File: src/rtl/timer_prescale_ctrl_pkg.sv
// Shared timer definitions: widths, FSM states and prescale select encodings.
package timer_prescale_ctrl_pkg;

  localparam int unsigned PRE_W = 3;
  localparam int unsigned CNT_W = 7;

  typedef enum logic [1:0] {
    STOP = 2'd0,
    RUN  = 2'd1,
    PEND = 2'd2
  } state_t;

  localparam logic [PRE_W-1:0] PRE_DIV1   = 3'd0;
  localparam logic [PRE_W-1:0] PRE_DIV2   = 3'd1;
  localparam logic [PRE_W-1:0] PRE_DIV4   = 3'd2;
  localparam logic [PRE_W-1:0] PRE_DIV8   = 3'd3;
  localparam logic [PRE_W-1:0] PRE_DIV16  = 3'd4;
  localparam logic [PRE_W-1:0] PRE_DIV32  = 3'd5;
  localparam logic [PRE_W-1:0] PRE_DIV64  = 3'd6;
  localparam logic [PRE_W-1:0] PRE_DIV128 = 3'd7;

endpackage

File: src/rtl/timer_prescale_ctrl_prescale_match.sv
// Period-end detect: low pre bits of the counter all ones.
module timer_prescale_ctrl_prescale_match #(
  parameter int unsigned PRE_W = 3,
  parameter int unsigned CNT_W = 7
) (
  input  logic [CNT_W-1:0] cnt,
  input  logic [PRE_W-1:0] pre,
  output logic             hit_c
);

  logic [CNT_W-1:0] mask;

  // Thermometer mask of width pre, then compare the masked counter to it.
  always_comb begin
    mask = '0;
    for (int i = 0; i < int'(CNT_W); i++) begin
      mask[i] = (i < int'(pre));
    end
    hit_c = ((cnt & mask) == mask);
  end

endmodule

File: src/rtl/timer_prescale_ctrl.sv
// Timer prescale controller: tick generation and boundary-aligned select changes.
module timer_prescale_ctrl #(
  parameter int unsigned PRE_W = timer_prescale_ctrl_pkg::PRE_W,
  parameter int unsigned CNT_W = timer_prescale_ctrl_pkg::CNT_W
) (
  input  logic             HCLK,
  input  logic             n_RST,
  input  logic             en,
  input  logic             pre_wr,
  input  logic [PRE_W-1:0] pre_wdata,
  input  logic             cnt_clr,
  output logic [PRE_W-1:0] pre_active,
  output logic             tim_tick,
  output logic             pend
);

  import timer_prescale_ctrl_pkg::*;

  state_t           state, state_n;
  logic [CNT_W-1:0] cnt, cnt_n;
  logic [PRE_W-1:0] pre_active_n;
  logic [PRE_W-1:0] pre_pend, pre_pend_n;
  logic             hit_c;
  logic             tick_c;

  timer_prescale_ctrl_prescale_match #(
    .PRE_W (PRE_W),
    .CNT_W (CNT_W)
  ) u_match (
    .cnt   (cnt),
    .pre   (pre_active),
    .hit_c (hit_c)
  );

  assign tick_c   = en && (state != STOP) && !cnt_clr && hit_c;
  assign tim_tick = tick_c;
  assign pend     = (state == PEND);

  // State, counter and select registers.
  always_ff @(posedge HCLK or negedge n_RST) begin
    if (!n_RST) begin
      state      <= STOP;
      cnt        <= '0;
      pre_active <= '0;
      pre_pend   <= '0;
    end else begin
      state      <= state_n;
      cnt        <= cnt_n;
      pre_active <= pre_active_n;
      pre_pend   <= pre_pend_n;
    end
  end

  // Next-state: counting, pending capture and boundary application.
  always_comb begin
    state_n      = state;
    cnt_n        = cnt;
    pre_active_n = pre_active;
    pre_pend_n   = pre_pend;
    case (state)
      STOP: begin
        cnt_n = '0;
        if (pre_wr) pre_active_n = pre_wdata;
        if (en)     state_n      = RUN;
      end
      RUN, PEND: begin
        if (!en) begin
          // Abort: flush any pending select, a same-cycle write wins.
          state_n = STOP;
          cnt_n   = '0;
          if (state == PEND) pre_active_n = pre_pend;
          if (pre_wr)        pre_active_n = pre_wdata;
        end else if ((state == PEND) && tick_c) begin
          // Boundary: apply old pending value; a same-cycle write re-arms.
          pre_active_n = pre_pend;
          cnt_n        = '0;
          if (pre_wr && (pre_wdata != pre_pend)) begin
            pre_pend_n = pre_wdata;
          end else begin
            state_n = RUN;
          end
        end else begin
          cnt_n = cnt_clr ? '0 : cnt + CNT_W'(1);
          if (state == PEND) begin
            if (pre_wr) pre_pend_n = pre_wdata;
          end else if (pre_wr && (pre_wdata != pre_active)) begin
            pre_pend_n = pre_wdata;
            state_n    = PEND;
          end
        end
      end
      default: begin
        state_n = STOP;
        cnt_n   = '0;
      end
    endcase
  end

endmodule

File: config.mk
export PLATFORM = sky130hd
export DESIGN_NAME = timer_prescale_ctrl
export DESIGN_NICKNAME = d
export VERILOG_FILES = /design/src/rtl/timer_prescale_ctrl_pkg.sv /design/src/rtl/timer_prescale_ctrl_prescale_match.sv /design/src/rtl/timer_prescale_ctrl.sv
export SDC_FILE = /design/constraint.sdc
export NUM_CORES = 1
export LEC_CHECK = 0
export BUFFER_PORTS_ARGS = -buffer_cell sky130_fd_sc_hd__buf_2
export CORE_MARGIN = 10
export CORE_UTILIZATION = 59
export CTS_CLUSTER_SIZE = 14
export DETAILED_ROUTE_END_ITERATION = 8
export HOLD_SLACK_MARGIN = 0.12
export PLACE_DENSITY = 0.78
export SKIP_CTS_REPAIR_TIMING = 1
export SLEW_MARGIN = 0
export SYNTH_ARGS = -nofsm -noshare
export SYNTH_HDL_FRONTEND = slang
export SYNTH_SLANG_ARGS = --single-unit
File: constraint.sdc
create_clock -name HCLK -period 6.6 [get_ports HCLK]
set_clock_uncertainty 0.2 [all_clocks]
set_input_delay 0.33 -clock HCLK [delete_from_list [all_inputs] [get_ports HCLK]]
set_output_delay 0.33 -clock HCLK [all_outputs]
set_load 0.01 [all_outputs]
==> impl_results.md <==
* Share of the synthesized area in the top cell type at between 40% and 50%
* Yosys reg bits at 15
* Worst-Skew Late Latency at 290 ps
* Antenna violations before repair at 0
* Core Rows at 14
* Reg2reg start: state[0]
* Area Growth Syn to Fin at 12.2%
* CTS tree: done
* Ys flop type: dfrtp_1
* Num CTS Buffers at 3
* Antenna viol nets, final at 0
* Core box area at between 1500 and 2000 sq um
* Commonest cells post-synth: 15 x dfrtp_1, 12 x nor2_1, 7 x inv_1, 7 x mux2_2, 7 x xnor2_1
* Min cycle time layout at 2560 ps
* Mean Syn Cell Area at around 10 sq um
* Final core utilization at between 60 and 70%
* Layout fillers at around 130
* DR pass1 iterations at 4
* Clk root buf: clkbuf_4
* Drt initial violations at 13
* Die Y at between 50 and 60 microns
* Die area at 3570 sq um
* Slew of the pin with the lowest slew margin at 467 ps
* Max Buffers Root-to-Sink at 2
* H-Tree Depth at 1
* Nets at between 100 and 150
* Crit-path slowest cell: dfrtp_1
* Yosys top cell by area: dfrtp_1
* Vias at approximately 700
* Critical path class: register to primary output
* FFs w/ async S/R, synth at between 90% and 100%
* Crit. End Element: primary output
* Share of cells above drive strength 1 at ~28%
* Final setup viols at 0
* DR WL/cell at between 10 and 15 microns
* CTS sink cnt at 15
* Source of the critical timing path: state[0]
* Final hold vios at 0
* Seq/Total Area, Yosys at 40.3%
* Start point of the worst hold path: pre_wdata[0]
* Synth warn at 0
* Most frequent cell after synthesis: dfrtp_1
* Vias in the first global route at 722
* Arr. time, crit path at a little over 2000 ps
* RSZ-0062 raised after global routing: false
* Max VDD drop at 0.194 mV
* Syn nets at about 110
* Cell-by-cell listing of the critical path: inv_1, ha_1, a2111o_1, a221oi_2, and2_2, buf_2
* Pin count of the biggest net entering global routing at 16
* # diodes at 0
* I/O Buffers at 12
* Initial Utilization at slightly above 60%
* Drt drc at 0
* Synth unique cells at 27
* Slew HR at between 60% and 70%
* Worst Path Required at between 6000 and 7000 ps
* Vias/cell at approximately 5.7
* Grt total ovfl at 0
* Number of synthesized flops with an enable pin at 0
* Power Density at approximately 380 nW/um^2
* Tot GR Track Use at 10.8%
* CP bufs+invs at 2
* Crit path launch type: register
* First-pass GRT wire length at 3070 microns
* Period utilisation layout at ~39%
* GPL Wtd Cong at 0.805
* Boundary Pins at 13
* HPWL Detailed at ~1500 microns
* Clk slew on worst S/H paths at around 100 ps
* MaxCap Viol Count at 0
* Max Fanout on Critical Path at 5
* Slew Limit Fails at 0
* Setup TNS at 0 ps
* FF-to-FF setup slack at 4090 ps
* Drt total wl at between 1500 and 2000 microns
* CP top delay family: compound AO/OA/AOI/OAI gates
* Status: completed
* CP peak stage delay at around 400 ps
* Largest cells by area after synthesis: dfrtp_1 40%, mux2_2 8.5%, ha_1 6.7%
* Cell area after synthesis at about 930 sq um
* Cells after synthesis at slightly above 90
* HP Class: primary input to register
* Die X at between 50 and 60 microns
* Leak pwr at between 0.4 and 0.5 nW
* F_max at 391 MHz
path summary, 6_finish.rpt:
path / end / depth (start not counted)
worst max-delay path: tim_tick / 6
worst min-delay path: pre_pend[0] / 2
worst max register to register: state[1] / 7
worst min register to register: cnt[0] / 1
max in group asynchronous: pre_active[1] / 2
min in group asynchronous: pre_active[0] / 2
layout by cell type (no fill, tap or decap), types with 2 or more instances in the layout:
cell and instances:
mux2_2 7, nand2_1 4, nor2_1 12, inv_1 7, xor2_1 4, buf_2 12
a31oi_1 2, ha_1 5, clkbuf_4 3, xnor2_1 7, dfrtp_1 15, o21ai_0 5
mux2i_1 3, nand3_1 5, mux2_1 2
layer usage:
| layer | vias to the layer above | GRT usage, % | part of all wire (%) |
|---|---|---|---|
| met3 | 2 | 2.54 | 4.2 |
| li1 | 354 | - | - |
| met4 | 0 | 2.88 | 0.70 |
| met5 | - | 0 | 0 |
| met1 | 344 | 11.5 | 43 |
| met2 | 7 | 20.4 | 52 |
cell families (layout without fill, tap and decap cells):
family	count (synthesis)	count (layout)	share of synthesized area (%)
DFF	15	15	40.3
xor gates and xnor gates	11	11	10.3
muxes	12	12	14.1
buffers and inverters	8	24	3.23
AOI/OAI and AO/OA	13	13	11.2
and+or+nand+nor	28	28	14.1
adders and majority gates	5	5	6.72
stage by stage:
stage / area (sq um) / hold slack (ps) / instances / power (W) / setup slack, ps
2_1_floorplan: 931 / -166 / 92 / 0.000297 / 4270
3_3_place_gp: 1010 / 41.3 / 119 / 0.000340 / 4230
3_5_place_dp: 1010 / 51.6 / 119 / 0.000348 / 4090
4_1_cts: 1030 / -262 / 123 / 0.000400 / 4020
5_1_grt: 1040 / 150 / 124 / 0.000428 / 3900
6_report: 1040 / 131 / 124 / 0.000396 / 4040
sequential cells by signal (all words and copies together) (netlist names):
signal,cells
cnt,7
pre_active,3
pre_pend,3
state,2
layout make-up:
cell class	count	area, sq um	area share, %
multi-input cells	69	526	50.3
flip-flops and latches	15	375	35.9
clock inverters	1	5.00	0.479
inverters	7	26.3	2.51
repair buffers	13	70.1	6.71
clock buffers	3	22.5	2.16
well taps	16	20.0	1.92
where the power goes:
part / internal (W) / switching (W) / total, W
Sequential: 0.000119 / 0.0000325 / 0.000151
Combinational: 0.0000970 / 0.0000954 / 0.000192
Clock: 0.0000225 / 0.0000301 / 0.0000526
Power figures use the tool's default switching activity.
